## src/rtl/stage_rr_arbiter.sv

```systemverilog
// stage_rr_arbiter
// Shares one valid/ready processing stage among NUM_REQ requesters. One
// transaction is in flight at a time: accept (IDLE) -> issue to stage (ISSUE)
// -> wait for stage result (WAIT) -> return result to requester (RESP).
// ISSUE and WAIT are each bounded by TIMEOUT cycles; on expiry the transaction
// is dropped and timeout_err pulses for one cycle.
//
// Ports:
//   clk, rst_n                     clock, asynchronous active-low reset
//   req_valid/req_data/req_ready   requester side, req_ready one-hot in IDLE
//   rsp_valid/rsp_data/rsp_ready   response side, rsp_valid one-hot in RESP
//   stg_valid/stg_data/stg_ready   request channel to the shared stage
//   stg_rsp_valid/stg_rsp_data/stg_rsp_ready  result channel from the stage
//   grant_id                       index of the current/last grant
//   busy                           high whenever not in IDLE
//   timeout_err                    one-cycle pulse when a transaction aborts
module stage_rr_arbiter #(
   parameter int unsigned NUM_REQ = 4,
   parameter int unsigned DATA_W  = 8,
   parameter int unsigned TIMEOUT = 16
) (
   input  logic                          clk,
   input  logic                          rst_n,
   input  logic [NUM_REQ-1:0]            req_valid,
   input  logic [NUM_REQ*DATA_W-1:0]     req_data,
   output logic [NUM_REQ-1:0]            req_ready,
   output logic [NUM_REQ-1:0]            rsp_valid,
   output logic [DATA_W-1:0]             rsp_data,
   input  logic [NUM_REQ-1:0]            rsp_ready,
   output logic                          stg_valid,
   output logic [DATA_W-1:0]             stg_data,
   input  logic                          stg_ready,
   input  logic                          stg_rsp_valid,
   input  logic [DATA_W-1:0]             stg_rsp_data,
   output logic                          stg_rsp_ready,
   output logic [$clog2(NUM_REQ)-1:0]    grant_id,
   output logic                          busy,
   output logic                          timeout_err
);

   localparam int unsigned GW = $clog2(NUM_REQ);
   localparam int unsigned CW = $clog2(TIMEOUT);

   typedef enum logic [1:0] {
      S_IDLE  = 2'd0,
      S_ISSUE = 2'd1,
      S_WAIT  = 2'd2,
      S_RESP  = 2'd3
   } state_t;

   state_t              state;
   state_t              state_nxt;
   logic [GW-1:0]       last_grant;
   logic [GW-1:0]       winner_c;
   logic                win_found_c;
   logic [DATA_W-1:0]   data_reg;
   logic [DATA_W-1:0]   rsp_reg;
   logic [CW-1:0]       cnt;
   logic                limit_c;
   logic                accept_c;
   logic                capture_c;
   logic                resp_done_c;
   logic                abort_c;

   // Round-robin search starting one past the last grant. Offsets are
   // scanned from farthest to nearest so the nearest valid requester wins.
   always_comb begin
      int idx;
      winner_c    = '0;
      win_found_c = 1'b0;
      idx         = 0;
      for (int k = int'(NUM_REQ); k >= 1; k--) begin
         idx = int'(last_grant) + k;
         if (idx >= int'(NUM_REQ)) begin
            idx = idx - int'(NUM_REQ);
         end
         if (req_valid[GW'(idx)]) begin
            winner_c    = GW'(idx);
            win_found_c = 1'b1;
         end
      end
   end

   // State register
   always_ff @(posedge clk or negedge rst_n) begin
      if (!rst_n) begin
         state <= S_IDLE;
      end else begin
         state <= state_nxt;
      end
   end

   // Next-state and transaction strobes; an exiting handshake beats the limit
   always_comb begin
      state_nxt   = state;
      accept_c    = 1'b0;
      capture_c   = 1'b0;
      resp_done_c = 1'b0;
      abort_c     = 1'b0;
      limit_c     = (cnt == CW'(TIMEOUT - 1));
      case (state)
         S_IDLE: begin
            if (win_found_c) begin
               accept_c  = 1'b1;
               state_nxt = S_ISSUE;
            end
         end
         S_ISSUE: begin
            if (stg_ready) begin
               state_nxt = S_WAIT;
            end else if (limit_c) begin
               abort_c   = 1'b1;
               state_nxt = S_IDLE;
            end
         end
         S_WAIT: begin
            if (stg_rsp_valid) begin
               capture_c = 1'b1;
               state_nxt = S_RESP;
            end else if (limit_c) begin
               abort_c   = 1'b1;
               state_nxt = S_IDLE;
            end
         end
         S_RESP: begin
            if (rsp_ready[grant_id]) begin
               resp_done_c = 1'b1;
               state_nxt   = S_IDLE;
            end
         end
         default: state_nxt = S_IDLE;
      endcase
   end

   // Transaction datapath, priority pointer and timeout counter
   always_ff @(posedge clk or negedge rst_n) begin
      if (!rst_n) begin
         grant_id    <= '0;
         last_grant  <= GW'(NUM_REQ - 1);
         data_reg    <= '0;
         rsp_reg     <= '0;
         cnt         <= '0;
         timeout_err <= 1'b0;
      end else begin
         timeout_err <= abort_c;
         if (accept_c) begin
            grant_id <= winner_c;
            data_reg <= req_data[int'(winner_c)*int'(DATA_W) +: DATA_W];
         end
         if (capture_c) begin
            rsp_reg <= stg_rsp_data;
         end
         if (abort_c || resp_done_c) begin
            last_grant <= grant_id;
         end
         // Any state change restarts the count, so ISSUE and WAIT each get
         // a fresh TIMEOUT budget.
         if (state_nxt != state) begin
            cnt <= '0;
         end else if (state == S_ISSUE || state == S_WAIT) begin
            cnt <= cnt + 1'b1;
         end
      end
   end

   // Handshake strobes decoded from state
   assign req_ready     = (state == S_IDLE && win_found_c) ? (NUM_REQ'(1) << winner_c) : '0;
   assign rsp_valid     = (state == S_RESP) ? (NUM_REQ'(1) << grant_id) : '0;
   assign rsp_data      = rsp_reg;
   assign stg_valid     = (state == S_ISSUE);
   assign stg_data      = data_reg;
   assign stg_rsp_ready = (state == S_WAIT);
   assign busy          = (state != S_IDLE);

endmodule
```

## config.mk

```make
export PLATFORM = sky130hd
export DESIGN_NAME = stage_rr_arbiter
export DESIGN_NICKNAME = d
export VERILOG_FILES = /design/src/rtl/stage_rr_arbiter.sv
export SDC_FILE = /design/constraint.sdc
export NUM_CORES = 1
export LEC_CHECK = 0
export CORE_AREA = 2 2 57 59
export DETAILED_ROUTE_END_ITERATION = 16
export DIE_AREA = 0 0 59 61
export DONT_BUFFER_PORTS = 1
export PLACE_DENSITY = 0.73
export SYNTH_ARGS = -nofsm -noshare
export SYNTH_HDL_FRONTEND = slang
export SYNTH_SLANG_ARGS = --single-unit
```

## constraint.sdc

```tcl
create_clock -name clk -period 1.8 [get_ports clk]
set_clock_uncertainty 0.05 [all_clocks]
set_input_delay 0.36 -clock clk [delete_from_list [all_inputs] [get_ports clk]]
set_output_delay 0.36 -clock clk [all_outputs]
set_load 0.02 [all_outputs]
```

# --- After elaboration in Yosys (flattened, before gate mapping) ---
# Index checks and enable logic that the tools add are counted.
classes:
  add_sub_neg: 9
  order_cmp: 9
  eq_ne: 5
  shifts: 3
  mux: 46
  reduce_logical: 6
op_table:
  columns: ["cell", "n"]
  rows:
  - ["$shiftx A32 B6 Y8", 1]
  - ["$mux W2", 13]
  - ["$mux W1", 22]
  - ["$lt A2 B4 Y1 const B", 4]
  - ["$mux W4", 4]
  - ["$bmux W1 S2", 5]
  - ["$ge A3 B3 Y1 const B", 3]
  - ["$pmux W2 S4", 1]
  - ["$shl A1 B2 Y4 const A", 2]
  - ["$sub A2 B1 Y2 const B", 4]
  - ["$add A2 B2 Y3 const B", 2]
  - ["$add A2 B3 Y4 const B", 1]
  - ["$add A4 B1 Y4 const B", 1]
  - ["$eq A2 B2 Y1 const B", 2]
  - ["$eq A4 B4 Y1 const B", 1]
  - ["$ge A4 B3 Y1 const B", 1]
  - ["$reduce_bool A2 Y1", 2]
  - ["$add A2 B1 Y3 const B", 1]
  - ["$lt A2 B3 Y1 const B", 1]
  - ["$eq A2 B1 Y1 const B", 1]
  - ["$logic_not A2 Y1", 1]
  - ["$logic_or A1 B1 Y1", 2]
  - ["$ne A2 B2 Y1", 1]
  - ["$pmux W1 S2", 1]
  - ["$logic_and A1 B1 Y1", 1]
totals:
  ff_bits: 27
  out_inout_bits: 30
  wordCells: 85

# --- Longest topological paths before layout ---
# Gate-level depths: netlist of the first run.
logic_depth:
  word_depth: 14
  depth_mapped: 7
  mapped_depth_nobuf: 7

# --- Least setup slack after synthesis of the first run ---
# OpenSTA, ideal clock, no wires.
synth_timing:
  path_kind: "reg2out"
  start: "reg last_grant[1]"
  end: "out req_ready[0]"
  arrival_ns: 1.546
  setup_slack_ns: -0.156
  path_stages_with_launch: 7
  n_path_buf: 1
  path_cell_list: "dfstp_2 a21oi_1 a31oi_1 a21oi_1 or2_2 buf_2 nor2_1"
synth_via:
  elab_chain_len: 12
synth_lines:
  columns: ["item", "line", "source"]
  rows:
  - ["start, declared", "53", "logic [GW-1:0] last_grant;"]
  - ["start signal, assigned", "139", "last_grant <= GW'(NUM_REQ - 1);"]
  - ["start signal, assigned", "154", "last_grant <= grant_id;"]
  - ["$add A2 B3 Y4", "73", "idx = int'(last_grant) + k;"]
  - ["$ge A4 B3 Y1 or $sub A2 B1 Y2 (tied branches)", "74, 75", null]
  - ["$mux W2", "74", "if (idx >= int'(NUM_REQ)) begin"]
  - ["$bmux W1 S2", "77", "if (req_valid[GW'(idx)]) begin"]
  - ["$mux W1 (not written as such) (2 in series)", "77", null]
  - ["$mux W2 or $mux W1 (tied branches) (4 in series)", "77", null]
  - ["$shl A1 B2 Y4 or $logic_and A1 B1 Y1 (tied branches)", "167", "assign req_ready = (state == S_IDLE && win_found_c) ? (NUM_REQ'(1) << winner_c) : '0;"]
  - ["$mux W4 *", "167", null]
  - ["end, declared", "26", "output logic [NUM_REQ-1:0] req_ready,"]
# Every way passes the cells marked *; elsewhere a longest branch is shown, timed or not. The select of a mux whose other input is x is not followed.

# --- Final worst setup path of the first run ---
layout_timing:
  start: "reg last_grant[1]"
  end: "out req_ready[2]"
# The elaborated chain is that of the path after synthesis.

==> impl_metrics.tcl, run 1 <==
set metrics [dict create \
    synthSimpleGateAreaFrac_pct 14.5 \
    p_sw_mw 1.81 \
    cp.arrival_ns 1.72 \
    synthArstFlopShare_pct 100 \
    cts_buffers 3 \
    peakVddDrop_mv 0.995 \
    cp_max_fo 6 \
    grt_use_met3_pct 7.46 \
    fmax_ghz 0.470 \
    power_mw 3.86 \
    fin_tns_setup_ns -2.19 \
    cts-root-buf "clkbuf_4" \
    synth_seq_cells 27 \
    drtIter0Drc 75 \
    pwr-share-clk_pct 7.3 \
    drive_gt1_share_pct 39.2 \
    synth_compound_area_share_pct 14.3 \
    p_int_mw 2.06 \
    start_kind "flop" \
    synthXorXnorAreaFrac_pct 1.65 \
    ys_warn_count 0 \
    crit_path_end_kind "primary output" \
    max_stage_delay_ns 0.62 \
    synthCells 152 \
    place.gp.congestion 0.848 \
    dr.pass1.iters 4 \
    use_met1_pct 28.4 \
    rsz0062_at_grt "true" \
    port_buffers 0 \
    power_density_nw_per_um2 1930 \
    synth_edf_count 0 \
    routed_via_density 6.25 \
    ys.flop_type "dfrtp_1" \
    timing.final.crit_period_ns 2.13 \
    crit_required_ns 1.39 \
    vias 1307 \
    critPathKind "flop to primary output" \
    grt_overflow 0 \
    max_slew.worst_pin.slew_ns 0.393 \
    grt_usage_pct 22.2 \
    synth_top_family_by_area "multiplexers" \
    hpwl_um 2900 \
    synthToLayoutAreaGrowth_pct 26.2 \
    antenna_cells 0 \
    fin_nets 235 \
    clk_pin_slew_ns 0.16 \
    synth_mux_area_share_pct 19.1 \
    sw_frac_of_total_pct 46.7 \
    cts-htree-levels 1 \
    die_h_um 61 \
    ys_seq_area_share_pct 42.6 \
    routedWlPerCell_um 19.1 \
    grt_use_met2_pct 37.1 \
    final_core_util_pct 68.0 \
    mostFrequentLayoutCell "dfrtp_1" \
    syn-cell-area_um2 1590 \
    ant_nets 0 \
    layout_setup_ws_ns -0.328 \
    status "finished with violations" \
    cts_sinks 27 \
    fin_area_um2 2010 \
    clock_path_buffers 2 \
    grt_pass1_wl_um 6030 \
    grt_max_degree 28 \
    io_pins 82 \
    row_count 20 \
    tritoncts "built" \
    cpMaxStageDelayCell "dfstp_2" \
    period_share_pct 118 \
    holdWs_ns 0.118 \
    antenna_found_initial 0 \
    placed_area_um2 1760 \
    grt_busiest_layer "met2" \
    synth_fa_ha_area_share_pct 4.72 \
    p_comb_share_pct 58.4 \
    slew_viol_final 0 \
    avgSynthCellArea_um2 10.5 \
    final_cell_mix "dfrtp_1, nand2_1, mux2i_1" \
    slew_headroom_pct 73.8 \
    synthDistinctLibCells 38 \
    max-cap-violations 0 \
    die_area_um2 3600 \
    power_frac_seq_pct 34.3 \
    drt_wl_total_um 3990 \
    worstHoldPathType "input port to flop" \
    cp_cell_sequence "mux2i_1 > o221a_4 > inv_2 > nor2_4" \
    synth_fp_nets 210 \
    violations "setup timing" \
    core_area_um2 2950 \
    setup_viol 10 \
    post-route-drc-count 0 \
    insertion_delay_ns 0.33 \
    leakagePower_nw 0.901 \
    hold_viol 0 \
    die_w_um 59 \
    start_util_pct 53.9 \
    cp_num_buf_inv 1 \
    cp_top_family "flip-flops" \
    grt_pass1_vias 1320 \
]
-- worst reg2reg max path, stage by stage (launching register included) --
cell      delay [ns]
dfstp_2         0.62
mux2i_1         0.25
o221a_4         0.26
buf_4           0.12
buf_6           0.11
buf_8           0.14
mux2i_1         0.19
o221ai_1        0.14
-- synth_stat cells (2+ instances only) --
cell	n	area (um2)
inv_1	6	22.5
nor2_1	12	45.0
o221ai_1	8	70.1
dfrtp_1	25	626
and3_2	2	15.0
buf_2	3	15.0
o21ai_0	6	30.0
nor2b_1	2	12.5
mux2i_1	18	180
nand2_1	19	71.3
mux2_2	9	101
xor2_1	2	17.5
a31oi_1	2	12.5
a21oi_1	5	25.0
ha_1	6	75.1
nand2b_1	4	25.0
dfstp_2	2	52.6
-- flip-flops by register name (all words and copies together), names as in the netlist --
register,flops
stg_data,8
state,2
timeout_err,1
rsp_data,8
grant_id,2
cnt,4
last_grant,2
-- power by group through the flow --
stage          registers, mW  clock network [mW]  logic, mW
2_1_floorplan           1.33                   0       1.35
3_3_place_gp            1.31                   0       1.78
3_5_place_dp            1.32                   0       1.85
4_1_cts                 1.32               0.294       2.04
5_1_grt                 1.36               0.315       2.47
6_report                1.32               0.283       2.26
-- through the flow --
| step | setup WS, ns | instances |
|---|---|---|
| 2_1_floorplan | -0.0130 | 152 |
| 3_3_place_gp | 0.0101 | 197 |
| 3_5_place_dp | -0.0454 | 197 |
| 4_1_cts | -0.341 | 206 |
| 5_1_grt | -0.403 | 209 |
| 6_report | -0.328 | 209 |
-- per-layer routing --
metal | part of all wire [%] | vias to the layer above
li1 | - | 599
met1 | 38 | 636
met2 | 52 | 68
met3 | 8.8 | 4
met4 | 0.85 | 0
met5 | 0 | -
-- cell type report --
type                            instances  area, um2
Clock inverter                          1       8.76
Clock buffer                            3       22.5
Fill cell                             228        946
Timing Repair Buffer                   25        240
Multi-Input combinational cell        114        993
Tap cell                               33       41.3
Sequential cell                        27        678
Inverter                                6       22.5
-- repair_timing --
| action | 4_1_cts | 5_1_grt |
|---|---|---|
| gates resized for setup | 15 | 19 |
| setup endpoints to repair | 18 | 19 |
| pin swaps | 6 | 10 |
| hold buffers | 2 | 0 |
| hold endpoints to repair | 27 | 0 |
| buffers inserted | 4 | 4 |
-- path summary, 6_finish.rpt --
| kind | from | endpoint | slack, ns | cells past startpoint |
|---|---|---|---|---|
| worst max-delay path | last_grant[1]$_DFFE_PN1P_ | req_ready[2] | -0.33 | 4 |
| worst min-delay path | stg_rsp_data[6] | rsp_data[6]$_DFFE_PN0P_ | 0.12 | 1 |
| worst max register to register | last_grant[1]$_DFFE_PN1P_ | stg_data[6]$_DFFE_PN0P_ | -0.22 | 7 |
| worst min register to register | cnt[3]$_DFFE_PN0P_ | cnt[3]$_DFFE_PN0P_ | 0.52 | 2 |
| max in group asynchronous | rst_n | last_grant[0]$_DFFE_PN1P_ | 1.10 | 2 |
| min in group asynchronous | rst_n | timeout_err$_DFF_PN0_ | 0.37 | 2 |
-- logic make-up after synthesis --
| kind of cell | count (synthesis) |
|---|---|
| compound gates | 30 |
| xor+xnor | 3 |
| fa+ha+maj | 6 |
| buf+inv | 11 |
| flops | 27 |
| mux | 28 |
| simple gates | 47 |
(Power assumes the default switching activity.)
==> inputs of run 2 (changes only) <==
- CORE_AREA: 2 2 57 59 -> 8 8 63 65
- DIE_AREA: 0 0 59 61 -> 0 0 71 73
- MAX_ROUTING_LAYER: default -> met4
==> impl_metrics.tcl, run 2 (synthesis results as in run 1) <==
set metrics [dict create \
    crit_required_ns 1.39 \
    cts-htree-levels 1 \
    insertion_delay_ns 0.32 \
    grt_pass1_wl_um 6940 \
    leakagePower_nw 0.929 \
    die_w_um 71 \
    place.gp.congestion 0.812 \
    start_util_pct 53.9 \
    port_buffers 0 \
    layout_setup_ws_ns -0.349 \
    slew_viol_final 0 \
    rr_startpoint "last_grant[1]$_DFFE_PN1P_" \
    drt_wl_total_um 4490 \
    row_count 20 \
    sw_frac_of_total_pct 46.0 \
    holdWs_ns 0.121 \
    slew_headroom_pct 75.9 \
    cp_num_buf_inv 1 \
    hold_viol 0 \
    cts-root-buf "clkbuf_4" \
    tritoncts "built" \
    crit_path_end_kind "primary output" \
    fin_nets 242 \
    final_cell_mix "dfrtp_1, buf_4, nand2_1" \
    cp_cell_sequence "mux2i_1 > o221a_4 > inv_1 > nor2_4" \
    worstHoldPathType "input port to flop" \
    cp_top_family "flip-flops" \
    power_frac_seq_pct 34.2 \
    p_comb_share_pct 59.1 \
    timing.final.crit_period_ns 2.15 \
    place_ws_ns -0.0228 \
    hp-start "stg_rsp_data[0]" \
    fillers 232 \
    p_sw_mw 1.80 \
    period_share_pct 119 \
    antenna_cells 0 \
    io_pins 82 \
    clock_path_buffers 2 \
    core_area_um2 2950 \
    die_area_um2 5180 \
    vias 1308 \
    hpwl_um 3460 \
    rsz0062_at_grt "true" \
    max-cap-violations 0 \
    start_kind "flop" \
    status "finished with violations" \
    die_h_um 73 \
    routed_via_density 6.06 \
    post-route-drc-count 0 \
    max_stage_delay_ns 0.63 \
    grt_pass1_vias 1413 \
    cp-startpoint "last_grant[1]$_DFFE_PN1P_" \
    cpMaxStageDelayCell "dfstp_2" \
    cp_max_fo 7 \
    drive_gt1_share_pct 41.0 \
    grt_max_degree 28 \
    pwr-share-clk_pct 6.7 \
    setup_viol 13 \
    dr.pass1.iters 4 \
    max_slew.worst_pin.slew_ns 0.359 \
    ant_nets 0 \
    antenna_found_initial 0 \
    mostFrequentLayoutCell "dfrtp_1" \
    p_int_mw 2.12 \
    power_density_nw_per_um2 1910 \
    drtIter0Drc 98 \
    synthToLayoutAreaGrowth_pct 28.8 \
    final_core_util_pct 69.4 \
    fmax_ghz 0.465 \
    grt_overflow 0 \
    grt_usage_pct 16.7 \
    cp.arrival_ns 1.74 \
    cts_buffers 3 \
    peakVddDrop_mv 1.05 \
    cts_sinks 27 \
    clk_pin_slew_ns 0.15 \
    critPathKind "flop to primary output" \
    routedWlPerCell_um 20.8 \
    violations "setup timing" \
]
-- run 2: path summary, 6_finish.rpt --
path | to | cells after the start | slack, ns
setup / recovery | req_ready[0] | 4 | -0.35
hold reg to reg | last_grant[0]$_DFFE_PN1P_ | 2 | 0.51
setup reg to reg | stg_data[5]$_DFFE_PN0P_ | 7 | -0.17
hold / removal | rsp_data[0]$_DFFE_PN0P_ | 1 | 0.12
max in group asynchronous | last_grant[0]$_DFFE_PN1P_ | 2 | 1.07
min in group asynchronous | rsp_data[0]$_DFFE_PN0P_ | 2 | 0.39
-- run 2: power by group through the flow --
stage | clock [mW] | sequential, mW | combinational [mW]
4_1_cts | 0.274 | 1.35 | 2.00
3_5_place_dp | 0 | 1.35 | 1.87
2_1_floorplan | 0 | 1.33 | 1.35
3_3_place_gp | 0 | 1.33 | 1.81
5_1_grt | 0.291 | 1.38 | 2.51
6_report | 0.263 | 1.34 | 2.31
-- run 2: layout make-up --
cell class | count | area, um2 | share of cell area [%]
repair buffers | 32 | 297 | 14.5
clock buffers | 4 | 26.3 | 1.28
multi-input cells | 114 | 983 | 48.0
flip-flops and latches | 27 | 678 | 33.1
inverters | 6 | 22.5 | 1.10
well taps | 33 | 41.3 | 2.02
-- run 2: per-stage QoR --
stage	power [mW]	TNS (ns)	std cells	area (um2)
floorplan	2.69	-0.0236	152	1620
global placement	3.14	0	198	1770
detailed placement	3.22	-0.0492	198	1770
CTS	3.62	-1.52	208	1890
global route	4.18	-3.48	216	2050
finish	3.92	-2.15	216	2050
-- run 2: per-layer routing --
layer / track usage, % / part of all wire, % / vias to the layer above
met3: 6.46 / 9.9 / 8
met5: - / 0 / -
met1: 18.2 / 38 / 642
met2: 28.9 / 51 / 50
met4: 2.54 / 0.87 / 0
li1: - / - / 608
-- run 2: worst register-to-register path: stages, from the launching register on --
cell and delay, ns:
dfstp_2 0.63, mux2i_1 0.24, o221a_4 0.26, buf_4 0.12
buf_4 0.11, buf_6 0.13, mux2i_1 0.19, o221ai_1 0.14
-- run 2: what timing repair did --
item                                    4_1_cts  5_1_grt
hold buffers                                  2        0
endpoints found under the setup margin       15       21
endpoints found under the hold margin        27        0
gates resized for setup                      10       23
setup buffers                                 4        9
gates cloned                                  0        0
pin swaps                                     6       13
